## config.mk

```make
export PLATFORM = sky130hd
export DESIGN_NAME = pll_reset_sequencer_flat
export DESIGN_NICKNAME = d
export VERILOG_FILES = /design/src/rtl/pll_reset_sequencer_if.sv /design/src/rtl/pll_reset_sequencer.sv /design/src/flat_wrapper.sv
export SDC_FILE = /design/constraint.sdc
export NUM_CORES = 1
export LEC_CHECK = 0
export BUFFER_PORTS_ARGS = -buffer_cell sky130_fd_sc_hd__clkbuf_2
export CAP_MARGIN = 10
export CELL_PAD_IN_SITES_DETAIL_PLACEMENT = 1
export CELL_PAD_IN_SITES_GLOBAL_PLACEMENT = 2
export CORE_MARGIN = 2
export CORE_UTILIZATION = 40
export DETAILED_ROUTE_END_ITERATION = 10
export PLACE_DENSITY_LB_ADDON = 0.3
export SYNTH_ARGS = -nofsm -noshare
export SYNTH_HDL_FRONTEND = slang
export SYNTH_SLANG_ARGS = --single-unit
```

## constraint.sdc

```tcl
create_clock -name reference_clk_i -period 3.4 [get_ports reference_clk_i]
set_input_delay 0.51 -clock reference_clk_i [delete_from_list [all_inputs] [get_ports reference_clk_i]]
set_output_delay 0.51 -clock reference_clk_i [all_outputs]
set_load 0.02 [all_outputs]
```

## src/rtl/pll_reset_sequencer_if.sv

```systemverilog
// Signal bundle between the PLL reset sequencer and the PLL / clock-domain consumers.
// The master side is the sequencer; the slave side owns the raw PLL lock.
interface pll_reset_sequencer_if;
  logic       pll_lock;
  logic       pll_resetb;
  logic       pll_bypass;
  logic       sys_reset;
  logic       ready;
  logic       fault;
  logic [1:0] retry_count;

  modport master (
    input  pll_lock,
    output pll_resetb,
    output pll_bypass,
    output sys_reset,
    output ready,
    output fault,
    output retry_count
  );

  modport slave (
    output pll_lock,
    input  pll_resetb,
    input  pll_bypass,
    input  sys_reset,
    input  ready,
    input  fault,
    input  retry_count
  );
endinterface

```

## src/rtl/pll_reset_sequencer.sv

```systemverilog
// Brings the PLL from power-up to a debounced lock on the reference clock, retrying on timeout,
// then releases the PLL-domain system reset. Lock loss restarts the sequence.
//
// state          | meaning
// ST_ASSERT_RST  | PLL held in reset for PLL_RESET_CYCLES
// ST_WAIT_LOCK   | PLL released, waiting for synchronized lock, attempt timer running
// ST_STABLE      | lock seen, counting consecutive lock samples, attempt timer running
// ST_RUN         | locked and stable, system reset released
// ST_FAULT       | retries exhausted, held until reset
module pll_reset_sequencer #(
  parameter int PLL_RESET_CYCLES    = 12,
  parameter int LOCK_TIMEOUT_CYCLES = 12000,
  parameter int LOCK_STABLE_CYCLES  = 64,
  parameter int MAX_RETRIES         = 3,
  parameter int BYPASS_ON_FAULT     = 0
) (
  input  logic                         reference_clk_i,
  input  logic                         reset_i,
  pll_reset_sequencer_if.master        pll
);

  localparam int RW = $clog2(PLL_RESET_CYCLES + 1);
  localparam int TW = $clog2(LOCK_TIMEOUT_CYCLES + 1);
  localparam int SW = $clog2(LOCK_STABLE_CYCLES + 1);

  localparam logic [RW-1:0] RST_LAST  = RW'(PLL_RESET_CYCLES - 1);
  localparam logic [TW-1:0] TMO_LAST  = TW'(LOCK_TIMEOUT_CYCLES - 1);
  localparam logic [TW-1:0] TMO_MAX   = TW'(LOCK_TIMEOUT_CYCLES);
  localparam logic [SW-1:0] STB_LAST  = SW'(LOCK_STABLE_CYCLES - 1);
  localparam logic [SW-1:0] STB_MAX   = SW'(LOCK_STABLE_CYCLES);
  localparam logic [1:0]    RETRY_MAX = 2'(MAX_RETRIES);
  localparam logic          BYPASS    = (BYPASS_ON_FAULT != 0);
  localparam logic          STB_ONE   = (LOCK_STABLE_CYCLES == 1);

  typedef enum logic [2:0] {
    ST_ASSERT_RST,
    ST_WAIT_LOCK,
    ST_STABLE,
    ST_RUN,
    ST_FAULT
  } state_e;

  state_e          state_q, state_d;
  logic            sync1_q;
  logic            lock_s_q;
  logic [RW-1:0]   rst_cnt_q, rst_cnt_d;
  logic [TW-1:0]   timer_q, timer_d;
  logic [SW-1:0]   stable_q, stable_d;
  logic [1:0]      retry_q, retry_d;

  logic            pll_resetb_q, pll_resetb_d;
  logic            sys_reset_q, sys_reset_d;
  logic            ready_q, ready_d;
  logic            fault_q, fault_d;
  logic            bypass_q, bypass_d;

  logic            expired;
  logic [TW-1:0]   timer_inc;
  logic [SW-1:0]   stable_inc;

  always_ff @(posedge reference_clk_i) begin
    if (reset_i) begin
      sync1_q      <= 1'b0;
      lock_s_q     <= 1'b0;
      state_q      <= ST_ASSERT_RST;
      rst_cnt_q    <= '0;
      timer_q      <= '0;
      stable_q     <= '0;
      retry_q      <= '0;
      pll_resetb_q <= 1'b0;
      sys_reset_q  <= 1'b1;
      ready_q      <= 1'b0;
      fault_q      <= 1'b0;
      bypass_q     <= 1'b0;
    end else begin
      sync1_q      <= pll.pll_lock;
      lock_s_q     <= sync1_q;
      state_q      <= state_d;
      rst_cnt_q    <= rst_cnt_d;
      timer_q      <= timer_d;
      stable_q     <= stable_d;
      retry_q      <= retry_d;
      pll_resetb_q <= pll_resetb_d;
      sys_reset_q  <= sys_reset_d;
      ready_q      <= ready_d;
      fault_q      <= fault_d;
      bypass_q     <= bypass_d;
    end
  end

  always_comb begin
    state_d    = state_q;
    rst_cnt_d  = rst_cnt_q;
    timer_d    = timer_q;
    stable_d   = stable_q;
    retry_d    = retry_q;
    expired    = (timer_q == TMO_LAST);
    timer_inc  = (timer_q == TMO_MAX) ? timer_q : timer_q + TW'(1);
    stable_inc = (stable_q == STB_MAX) ? stable_q : stable_q + SW'(1);

    unique case (state_q)
      ST_ASSERT_RST: begin
        if (rst_cnt_q == RST_LAST) begin
          state_d = ST_WAIT_LOCK;
          timer_d = '0;
        end else begin
          rst_cnt_d = rst_cnt_q + RW'(1);
        end
      end

      ST_WAIT_LOCK, ST_STABLE: begin
        timer_d = timer_inc;
        // Timeout wins over a lock that completes on the same edge.
        if (expired) begin
          if (retry_q < RETRY_MAX) begin
            retry_d   = retry_q + 2'd1;
            rst_cnt_d = '0;
            state_d   = ST_ASSERT_RST;
          end else begin
            state_d = ST_FAULT;
          end
        end else if (state_q == ST_WAIT_LOCK) begin
          if (lock_s_q) begin
            stable_d = SW'(1);
            state_d  = STB_ONE ? ST_RUN : ST_STABLE;
          end
        end else if (!lock_s_q) begin
          state_d = ST_WAIT_LOCK;
        end else begin
          stable_d = stable_inc;
          if (stable_q == STB_LAST) begin
            state_d = ST_RUN;
          end
        end
      end

      ST_RUN: begin
        if (!lock_s_q) begin
          rst_cnt_d = '0;
          state_d   = ST_ASSERT_RST;
        end
      end

      ST_FAULT: begin
        state_d = ST_FAULT;
      end

      default: begin
        rst_cnt_d = '0;
        state_d   = ST_ASSERT_RST;
      end
    endcase

    if (state_d == ST_RUN && state_q != ST_RUN) begin
      retry_d = '0;
    end
  end

  // Outputs are decoded from the next state so they change on the same edge as the state.
  always_comb begin
    pll_resetb_d = 1'b1;
    sys_reset_d  = 1'b1;
    ready_d      = 1'b0;
    fault_d      = 1'b0;
    bypass_d     = 1'b0;
    unique case (state_d)
      ST_ASSERT_RST: pll_resetb_d = 1'b0;
      ST_RUN: begin
        sys_reset_d = 1'b0;
        ready_d     = 1'b1;
      end
      ST_FAULT: begin
        fault_d      = 1'b1;
        pll_resetb_d = BYPASS;
        bypass_d     = BYPASS;
        sys_reset_d  = !BYPASS;
      end
      default: ;
    endcase
  end

  assign pll.pll_resetb  = pll_resetb_q;
  assign pll.sys_reset   = sys_reset_q;
  assign pll.ready       = ready_q;
  assign pll.fault       = fault_q;
  assign pll.pll_bypass  = bypass_q;
  assign pll.retry_count = retry_q;

endmodule

```

## src/flat_wrapper.sv

```systemverilog
// flat-port wrapper written by rule: the top's interface ports become plain ports
module pll_reset_sequencer_flat 
#(
  parameter int PLL_RESET_CYCLES    = 12,
  parameter int LOCK_TIMEOUT_CYCLES = 12000,
  parameter int LOCK_STABLE_CYCLES  = 64,
  parameter int MAX_RETRIES         = 3,
  parameter int BYPASS_ON_FAULT     = 0
)
  (reference_clk_i, reset_i, pll_pll_lock, pll_pll_resetb, pll_pll_bypass, pll_sys_reset, pll_ready, pll_fault, pll_retry_count);
  pll_reset_sequencer_if pll_i ();
  input  logic reference_clk_i;
  input  logic reset_i;
  input wire logic [$bits(pll_i.pll_lock)-1:0] pll_pll_lock;
  output wire logic [$bits(pll_i.pll_resetb)-1:0] pll_pll_resetb;
  output wire logic [$bits(pll_i.pll_bypass)-1:0] pll_pll_bypass;
  output wire logic [$bits(pll_i.sys_reset)-1:0] pll_sys_reset;
  output wire logic [$bits(pll_i.ready)-1:0] pll_ready;
  output wire logic [$bits(pll_i.fault)-1:0] pll_fault;
  output wire logic [$bits(pll_i.retry_count)-1:0] pll_retry_count;
  assign pll_i.pll_lock = pll_pll_lock;
  assign pll_pll_resetb = pll_i.pll_resetb;
  assign pll_pll_bypass = pll_i.pll_bypass;
  assign pll_sys_reset = pll_i.sys_reset;
  assign pll_ready = pll_i.ready;
  assign pll_fault = pll_i.fault;
  assign pll_retry_count = pll_i.retry_count;
  pll_reset_sequencer #(.PLL_RESET_CYCLES(PLL_RESET_CYCLES), .LOCK_TIMEOUT_CYCLES(LOCK_TIMEOUT_CYCLES), .LOCK_STABLE_CYCLES(LOCK_STABLE_CYCLES), .MAX_RETRIES(MAX_RETRIES), .BYPASS_ON_FAULT(BYPASS_ON_FAULT)) u_core (.reference_clk_i(reference_clk_i), .reset_i(reset_i), .pll(pll_i));
endmodule
```

Word-level counts from Yosys, hierarchy flattened

Index checks and enable logic that the tools add are counted.

Output and inout bits: 7
Bits in writable memories: 0
Memories: 0
Input port bits: 3
Memory bits (read-only): 0
Latch bits: 0
Register bits: 36

Shifts and indexed selects: 0
Muxes and demuxes: 25
Equal/unequal tests: 19
Reduce and logical (&&, ||, !) cells: 11
Bitwise logic cells: 2
Multiply operators: 0
$add $sub $neg: 4
Divide/modulo/power cells: 0
Magnitude comparators: 1

Operators with widths:

| cell                                                  | count |
|---|---|
| == test 14 bit, second input constant                 | 2 |
| two-way mux 14 bit                                    | 2 |
| two-way mux 7 bit                                     | 4 |
| case mux 14 bit (2 select lines)                      | 1 |
| two-way mux 3 bit                                     | 8 |
| two-way mux 4 bit                                     | 4 |
| case mux 4 bit (4 select lines)                       | 1 |
| adder 14 x 1 -> 14 bit, second input constant         | 1 |
| case mux 3 bit (4 select lines)                       | 1 |
| == test 3 x 2 -> 1 bit, second input constant         | 3 |
| inequality test 2 bit, second input constant          | 4 |
| adder 7 x 1 -> 7 bit, second input constant           | 1 |
| == test 7 x 6 -> 1 bit, second input constant         | 1 |
| == test 7 bit, second input constant                  | 1 |
| == test 3 bit, second input constant                  | 2 |
| zero test 3 bit                                       | 2 |
| inequality test 2 x 1 -> 1 bit, second input constant | 3 |
| AND reduction 3 bit                                   | 2 |
| OR reduction 2 bit                                    | 3 |
| AND reduction 5 bit                                   | 1 |
| adder 4 x 1 -> 4 bit, second input constant           | 1 |
| == test 4 bit, second input constant                  | 1 |
| two-way mux 1 bit                                     | 4 |
| AND reduction 4 bit                                   | 1 |
| other kinds (7)                                       | 8 |

Depth between registers and ports, before layout

Gate-level depths: netlist of run 1.

Depth after elaboration: 9
Mapped depth: 7
Depth with buffers taken out: 7

Worst setup path after synthesis of run 1

No wires, ideal clock.

Kind: reg2reg
From: register u_core.rst_cnt_q[0]
To: register u_core.rst_cnt_q[3]
Cell stages (with the launch flop): 8
Period minus slack after synthesis: 1780 ps
Setup slack: 1620 ps
Setup time: 74 ps
Buffers on the path: 1
Data arrival time: 1706 ps
Required time: 3326 ps
Cells stage by stage: dfxtp_1 > ha_1 > and3b_1 > clkbuf_1 > a211oi_1 > nand4_1 > or3_1 > a31oi_1

Word-level cells in the longest chain between the ends: 3

Ends and longest elaborated chain:

| element                                                                | RTL line                                               | text |
|---|---|---|
| from (decl)                                                            | pll_reset_sequencer.sv:46                              | `logic [RW-1:0] rst_cnt_q, rst_cnt_d;` |
| from (signal assigned)                                                 | pll_reset_sequencer.sv:79                              | `rst_cnt_q <= rst_cnt_d;` |
| adder 4 x 1 -> 4 bit or == test 4 bit (tied branches)                  | pll_reset_sequencer.sv:107, pll_reset_sequencer.sv:103 |  |
| two-way mux 4 bit or inequality test 2 bit (tied branches)             | --                                                     |  |
| case mux 4 bit (4 select lines) or AND reduction 5 bit (tied branches) | --                                                     |  |

Parallel ways exist; a longest one is shown, timed or not. The select of a mux whose other input is x is not followed.
A chain may end at the register's enable or synchronous reset.

Worst setup path in the final report of run 1

From: register u_core.timer_q[0]
To: register u_core.stable_q[5]

Word-level cells in the longest chain between the ends: 3

Ends and longest elaborated chain:

| element                              | RTL line                  | text |
|---|---|---|
| from (decl)                          | pll_reset_sequencer.sv:47 | `logic [TW-1:0] timer_q, timer_d;` |
| from (signal assigned)               | pll_reset_sequencer.sv:80 | `timer_q <= timer_d;` |
| == test 14 bit                       | pll_reset_sequencer.sv:97 | `expired = (timer_q == TMO_LAST);` |
| NOT 1 bit (no source line)           | --                        |  |
| AND reduction 4 bit (no source line) | --                        |  |
| to (signal assigned)                 | pll_reset_sequencer.sv:81 | `stable_q <= stable_d;` |
| to (decl)                            | pll_reset_sequencer.sv:48 | `logic [SW-1:0] stable_q, stable_d;` |

Every way passes these cells.

==> results.md, run 1 <==
* Clk_lat worst skew at approximately 0.29 ns
* DRC Markers at 0
* Hold Fails Final Rpt at 0
* Most frequent cells in the layout: dfxtp_1 (36), nor2_1 (30), nand3_1 (10), o21ai_0 (10), nand2_1 (10)
* Hold WC Path Type: input pin to register
* Setup bufs post-CTS at 0
* DR vias/cell at 5.67
* DRT antenna net count at 0
* Slew Limit Fails at 0
* RSZ-0062 raised after global routing: false
* Row count at 24
* Core area at 0.00438 mm2
* CP Launch Type: register
* CTS sink cnt at 36
* Met3 routed WL at 103 um
* Placed wire-length estimate at 3.07 mm
* H-tree depth reported by CTS at 2
* Initial drt markers at 52
* Top layer in use: met4
* Post-Synthesis Cells at 213
* Max-Cap Viols at 0
* Die ar. at 0.00516 mm2
* Critical setup path kind: register to register
* Die Y-Extent at 71.9 um
* CP Max Fanout at 6
* Post-synthesis sequential area ratio at 39.1%
* #FFs+latches synth at 36
* Final hold slack at 0.435 ns
* Synthesized area at 0.00184 mm2
* Number of buffers added on ports at 8
* GRT Resource Usage Total at 17.2%
* Die W at just over 70 um
* CTS tree: built
* Vias in the first global route at 1533
* Period utilization at 58.1%
* Number of flops mapped to enable cells by yosys at 0
* WHS Path Cells at 2
* PD cells at 407 mW/mm2
* Reg2reg setup slack at around 1.4 ns
* Worst reg2reg path startpoint: u_core.timer_q[0]
* Syn_nets at about 220
* R2R depth at 6
* Clock root buffer master: clkbuf_8
* Drt wl/cell at around 15 um
* Final setup TNS at 0 ns
* Post_cts resized at 0
* Crit. End Element: register
* CTS Buffer Depth at 2
* Ant diodes at 0
* Initial core utilization at ~42%
* Max rail drop VDD at 0.000137 V
* Share of cells above drive strength 1 at 12.2%
* TritonCTS buffer count at 5
* Wl on met1 at 2.11 mm
* Required @ worst endpoint at 3.58 ns
* R2R Path End: u_core.stable_q[5]
* Most common cell after layout, fill and taps aside: dfxtp_1
* First-pass GRT wire length at 7.08 mm
* Detailed Route WL at 4.14 mm
* Slew HR at between 50% and 60%
* Largest net degree at the start of global routing at 26
* Most used DFF post-synth: dfxtp_1
* Asr flop ratio synth at 0%
* Syn-to-layout area delta at 9.78%
* Min Tclk post-route at 1.98 ns
* Max Freq at 0.506 GHz
* Syn_area_per_cell at 8.65 um2
* Unique cell type count in the Yosys netlist at ~50
* # nets final at 229
* Setup violators final at 0
* Yosys warnings at 0
* Vias after detailed routing at around 1500
* Worst-margin pin slew at 0.652 ns
* Hold Startpoint: pll_pll_lock
* Met2 wire length at 1.87 mm
* 1st-pass router iterations at 4
* Final GP Congestion at around 0.84
* Post-CTS Hold Fix Bufs at 0
* Leakage power at 0.744 nW
* Hold Path End: u_core.sync1_q
* Crit path DAT at approximately 2.2 ns
* Outcome: completed
* Initial antenna violation count at 0
* Overflow after GRT at 0
* Reg clk slew, reported paths at 0.08 ns
* I/O pin count at 10
* Final Skew at 0.00784 ns
worst max path at each step:
stage | slack, ns | depth (start not counted) | startpoint | endpoint
finish | 1.42 | 6 | u_core.timer_q[0] | u_core.stable_q[5]
global route | 1.19 | 6 | u_core.pll.retry_count[0] | u_core.rst_cnt_q[1]
CTS | 1.41 | 6 | u_core.timer_q[0] | u_core.stable_q[5]
detailed placement | 1.42 | 6 | u_core.pll.retry_count[0] | u_core.rst_cnt_q[1]
global placement | 1.50 | 6 | u_core.pll.retry_count[0] | u_core.rst_cnt_q[1]
floorplan | 1.62 | 7 | u_core.rst_cnt_q[0] | u_core.rst_cnt_q[3]
synth_stat cells, types with 3 or more instances:
cell | n | area, um2
a211oi_1 | 3 | 22.5
a21oi_1 | 7 | 35.0
and3_1 | 6 | 37.5
and4_1 | 3 | 26.3
clkbuf_1 | 6 | 22.5
dfxtp_1 | 36 | 721
ha_1 | 6 | 75.1
inv_1 | 6 | 22.5
nand2_1 | 10 | 37.5
nand2b_1 | 3 | 18.8
nand3_1 | 10 | 50.1
nor2_1 | 30 | 113
nor3_1 | 9 | 45.0
nor3b_1 | 3 | 22.5
nor4_1 | 6 | 37.5
o21ai_0 | 10 | 50.1
or3_1 | 4 | 25.0
xnor2_1 | 6 | 52.6
xor2_1 | 6 | 52.6
layout make-up:
class,count,area (um2)
Tap cell,52,65.1
Fill cell,542,2360
Sequential cell,36,721
Timing Repair Buffer,9,47.5
Clock buffer,6,72.6
Inverter,6,22.5
Clock inverter,2,35.0
Multi-Input combinational cell,162,1060
kinds of logic after synthesis:
logic type               after synthesis  share of synthesized area [%]
buffers and inverters                 15                           3.40
multiplexers                           2                           1.09
AO/OA/AOI/OAI                         37                           13.7
AND/OR/NAND/NOR                      103                           32.1
other                                  1                          0.204
XOR/XNOR                              12                           5.71
adder cells (fa/ha/maj)                7                           4.69
flip-flops                            36                           39.1
critical path, stage by stage, from the launching register on:
cell and delay [ns]:
dfxtp_1 0.35, ha_1 0.24, nand3_1 0.17, nor4_2 0.09, nor3_1 0.53, o21ai_0 0.19
a32o_1 0.29
metrics by stage:
step	area, um2	util, %	std cells	power, mW	worst slack, ns
CTS	2020	46.1	273	0.830	1.41
global route	2020	46.1	273	0.852	1.19
detailed placement	1910	43.7	265	0.461	1.42
finish	2020	46.1	273	0.823	1.42
floorplan	1840	-	213	0.455	1.62
global placement	1910	43.7	265	0.459	1.50
where the power goes:
group	switching (mW)	internal [mW]
logic	0.0136	0.00773
clock network	0.154	0.218
registers	0.00365	0.426
flip-flops by register name, indices dropped and copies added (netlist names):
signal / flops
u_core.pll.sys_reset: 1
u_core.pll.ready: 1
u_core.rst_cnt_q: 4
u_core.pll.retry_count: 2
u_core.state_q: 3
u_core.pll.fault: 1
u_core.timer_q: 14
u_core.sync1_q: 1
u_core.stable_q: 7
u_core.pll.pll_resetb: 1
u_core.lock_s_q: 1
layer usage:
metal | vias up | GRT usage (%)
met4 | 0 | 5.87
met1 | 742 | 23.2
met2 | 17 | 27.6
met5 | - | 0
met3 | 6 | 3.52
li1 | 784 | -
(Power assumes the default switching activity.)
==> run 2, diff against run 1 <==
--- a/config.mk
+++ b/config.mk
@@ -10,7 +10,7 @@
 export CELL_PAD_IN_SITES_DETAIL_PLACEMENT = 1
 export CELL_PAD_IN_SITES_GLOBAL_PLACEMENT = 2
 export CORE_MARGIN = 2
-export CORE_UTILIZATION = 40
+export CORE_UTILIZATION = 37
 export DETAILED_ROUTE_END_ITERATION = 10
 export PLACE_DENSITY_LB_ADDON = 0.3
 export SYNTH_ARGS = -nofsm -noshare
==> constraint.sdc (replaced) <==
create_clock -name reference_clk_i -period 2.02 [get_ports reference_clk_i]
set_input_delay 0.303 -clock reference_clk_i [delete_from_list [all_inputs] [get_ports reference_clk_i]]
set_output_delay 0.303 -clock reference_clk_i [all_outputs]
set_load 0.02 [all_outputs]
==> results.md, run 2 (synthesized netlist as in run 1, its figures left out) <==
* Worst-margin pin slew at 0.538 ns (was 0.652 ns)
* CP Max Fanout at 5 (was 6)
* Final GP Congestion at 0.746 (was 0.838)
* Psw at 287 uW (was 172 uW)
* Clock root buffer master: clkbuf_8 (unchanged)
* H-tree depth reported by CTS at 2 (unchanged)
* Number of flip-flops in the largest register at 14 (unchanged)
* DRT antenna net count at 0 (unchanged)
* Vias in the first global route at 1587 (was 1533)
* Post-route cell area at 0.00211 mm2 (was 0.00202 mm2)
* 1st-pass router iterations at 4 (unchanged)
* Min Tclk post-route at 1.87 ns (was 1.98 ns)
* Crit. End Element: register (unchanged)
* Crit path max-delay family: simple AND/OR/NAND/NOR gates (unchanged)
* Slew HR at 63.8% (was 56.1%)
* GR Util met1 at 25.0% (was 23.2%)
* Clock power frac at 40.8% (was 45.2%)
* Largest registers: u_core.timer_q (14), u_core.stable_q (7), u_core.rst_cnt_q (4) (unchanged)
* Slew Limit Fails at 0 (unchanged)
* Placed wire-length estimate at 3.46 mm (was 3.07 mm)
* Layout Cells excl Fill at 294 (was 273)
* Met3 usage at 4.07% (was 3.52%)
* Initial antenna violation count at 0 (unchanged)
* Worst reg2reg path startpoint: u_core.stable_q[0] (was u_core.timer_q[0])
* Setup violators final at 0 (unchanged)
* Crit path buffers/inverters at 0 (unchanged)
* Critical setup path kind: register to register (unchanged)
* Die Y-Extent at 74.6 um (was 71.9 um)
* Outcome: completed (unchanged)
* First-pass GRT wire length at 7.76 mm (was 7.08 mm)
* Max rail drop VDD at 0.000291 V (was 0.000137 V)
* Most common cell after layout, fill and taps aside: dfxtp_1 (unchanged)
* Final Skew at 0.00362 ns (was 0.00784 ns)
* Max-Cap Viols at 0 (unchanged)
* DRC Markers at 0 (unchanged)
* R2R Path End: u_core.pll.sys_reset (was u_core.stable_q[5])
* Drt wl/cell at 15.9 um (was 15.2 um)
* Initial core utilization at 38.7% (was 42.0%)
* Syn-to-layout area delta at 14.6% (was 9.78%)
* Reg clk slew, reported paths at 0.07 ns (was 0.08 ns)
* Reg with most FFs: u_core.timer_q (unchanged)
* Required @ worst endpoint at 2.19 ns (was 3.58 ns)
* Max Freq at 0.536 GHz (was 0.506 GHz)
* Seq pwr share at 56.1% (was 52.2%)
* Share of cells above drive strength 1 at 18.1% (was 12.2%)
* Met2 Usage GRT at 29.2% (was 27.6%)
* Hold Path End: u_core.sync1_q (unchanged)
* DR vias/cell at 5.48 (was 5.67)
* Row count at 25 (was 24)
* Int Power at 1.00 mW (was 651 uW)
* Number of buffers added on ports at 8 (unchanged)
* Total power draw at 1.29 mW (was 823 uW)
* Initial drt markers at 38 (was 52)
* Post-CTS Hold Fix Bufs at 0 (unchanged)
* Largest net degree at the start of global routing at 25 (was 26)
* Core area at 0.00475 mm2 (was 0.00438 mm2)
* Clk_lat worst skew at 0.29 ns (about the same)
* CTS tree: built (unchanged)
* Sw Share at 22.2% (was 20.9%)
* CTS Buffer Depth at 2 (unchanged)
* Hold Fails Final Rpt at 0 (unchanged)
* Leakage power at 0.776 nW (was 0.744 nW)
* Period utilization at 92.4% (was 58.1%)
* Finished Core Util at 44.4% (was 46.1%)
* Inst Count DP at 285 (was 265)
* Filler cells at 583 (was 542)
* CP peak stage delay at 0.38 ns (was 0.53 ns)
* CTS sink cnt at 36 (unchanged)
* Hold WC Path Type: input pin to register (unchanged)
* TritonCTS buffer count at 5 (unchanged)
* Vias after detailed routing at 1610 (was 1549)
* Critical Path Slowest Stage Cell: dfxtp_1 (was nor3_1)
* I/O pin count at 10 (unchanged)
* Die ar. at 0.00556 mm2 (was 0.00516 mm2)
* # nets final at 235 (was 229)
* Hold Startpoint: pll_pll_lock (unchanged)
* Overflow after GRT at 0 (unchanged)
* WHS Path Cells at 2 (unchanged)
* Grt peak-use layer: met2 (unchanged)
* Placed inst area at 0.00197 mm2 (was 0.00191 mm2)
* Critical Path, Cell by Cell: ha_1, nand3_1, nor4_2, o21ai_0, and3_1, or3_1 (was ha_1, nand3_1, nor4_2, nor3_1, o21ai_0, a32o_1)
* R2R depth at 6 (unchanged)
* Combinational Power Share at 3.1% (was 2.6%)
* Ant diodes at 0 (unchanged)
* Crit path DAT at 2.04 ns (was 2.15 ns)
* CP Launch Type: register (unchanged)
* Die W at 74.6 um (was 71.9 um)
* Reg2reg setup slack at 0.15 ns (was 1.42 ns)
* PD cells at 611 mW/mm2 (was 407 mW/mm2)
* Detailed Route WL at 4.67 mm (was 4.14 mm)
* GRT Resource Usage Total at 18.4% (was 17.2%)
* Most frequent cells in the layout: dfxtp_1 (34), nor2_1 (30), nand3_1 (10), o21ai_0 (10), nand2_1 (10) (was dfxtp_1 (36), nor2_1 (30), nand3_1 (10), o21ai_0 (10), nand2_1 (10))
-- run 2: how the worst max path moves through the flow --
| stage | from | endpoint | slack (ns) | cells past startpoint |
|---|---|---|---|---|
| finish | u_core.stable_q[0] | u_core.pll.sys_reset | 0.15 | 6 |
| global route | u_core.stable_q[0] | u_core.pll.sys_reset | -0.06 | 6 |
| CTS | u_core.rst_cnt_q[0] | u_core.rst_cnt_q[3] | 0.02 | 6 |
| detailed placement | u_core.rst_cnt_q[0] | u_core.rst_cnt_q[3] | 0.04 | 6 |
| global placement | u_core.pll.retry_count[0] | u_core.rst_cnt_q[1] | 0.1 | 6 |
| floorplan | u_core.rst_cnt_q[0] | u_core.rst_cnt_q[3] | 0.24 | 7 |
-- run 2: routing by layer --
| metal | up-vias | part of all wire [%] |
|---|---|---|
| li1 | 795 | - |
| met1 | 796 | 49 |
| met2 | 13 | 48 |
| met3 | 6 | 2.4 |
| met4 | 0 | 1.3 |
| met5 | - | 0 |
-- run 2: worst register-to-register path: cells and delay by family (launching register included) --
family | cells | cell delay (ns)
flip-flops | 1 | 0.38
AO/OA/AOI/OAI | 1 | 0.11
adder cells (fa/ha/maj) | 1 | 0.20
AND/OR/NAND/NOR | 4 | 1.06
-- run 2: final cells by class --
class / instances / area [um2] / share of cell area [%]
multi-input combinational: 162 / 1100 / 51.9
sequential: 36 / 723 / 34.3
timing repair buffer: 15 / 92.6 / 4.39
tap: 67 / 83.8 / 3.97
clock buffer: 6 / 82.6 / 3.91
inverter: 6 / 22.5 / 1.07
clock inverter: 2 / 10.0 / 0.474
-- run 2: through the flow --
| step | hold slack [ns] | setup WS [ns] | TNS (ns) |
|---|---|---|---|
| floorplan | 0.414 | 0.240 | 0 |
| global placement | 0.423 | 0.0983 | 0 |
| detailed placement | 0.437 | 0.0366 | 0 |
| CTS | 0.249 | 0.0196 | 0 |
| global route | 0.257 | -0.0574 | -0.0574 |
| finish | 0.241 | 0.154 | 0 |
-- run 2: repair_timing --
| item | 4_1_cts | 5_1_grt |
|---|---|---|
| resized for setup | 0 | 9 |
| endpoints found under the setup margin | 0 | 14 |
| buffers inserted | 0 | 1 |
-- run 2: power by group through the flow --
| stage | clock network (mW) | registers, mW | logic (mW) |
|---|---|---|---|
| after CTS | 0.545 | 0.723 | 0.0408 |
| after global routing | 0.582 | 0.724 | 0.0449 |
| after global placement | 0 | 0.738 | 0.0372 |
| after floorplan | 0 | 0.737 | 0.0292 |
| final | 0.526 | 0.723 | 0.0404 |
| after detailed placement | 0 | 0.740 | 0.0408 |
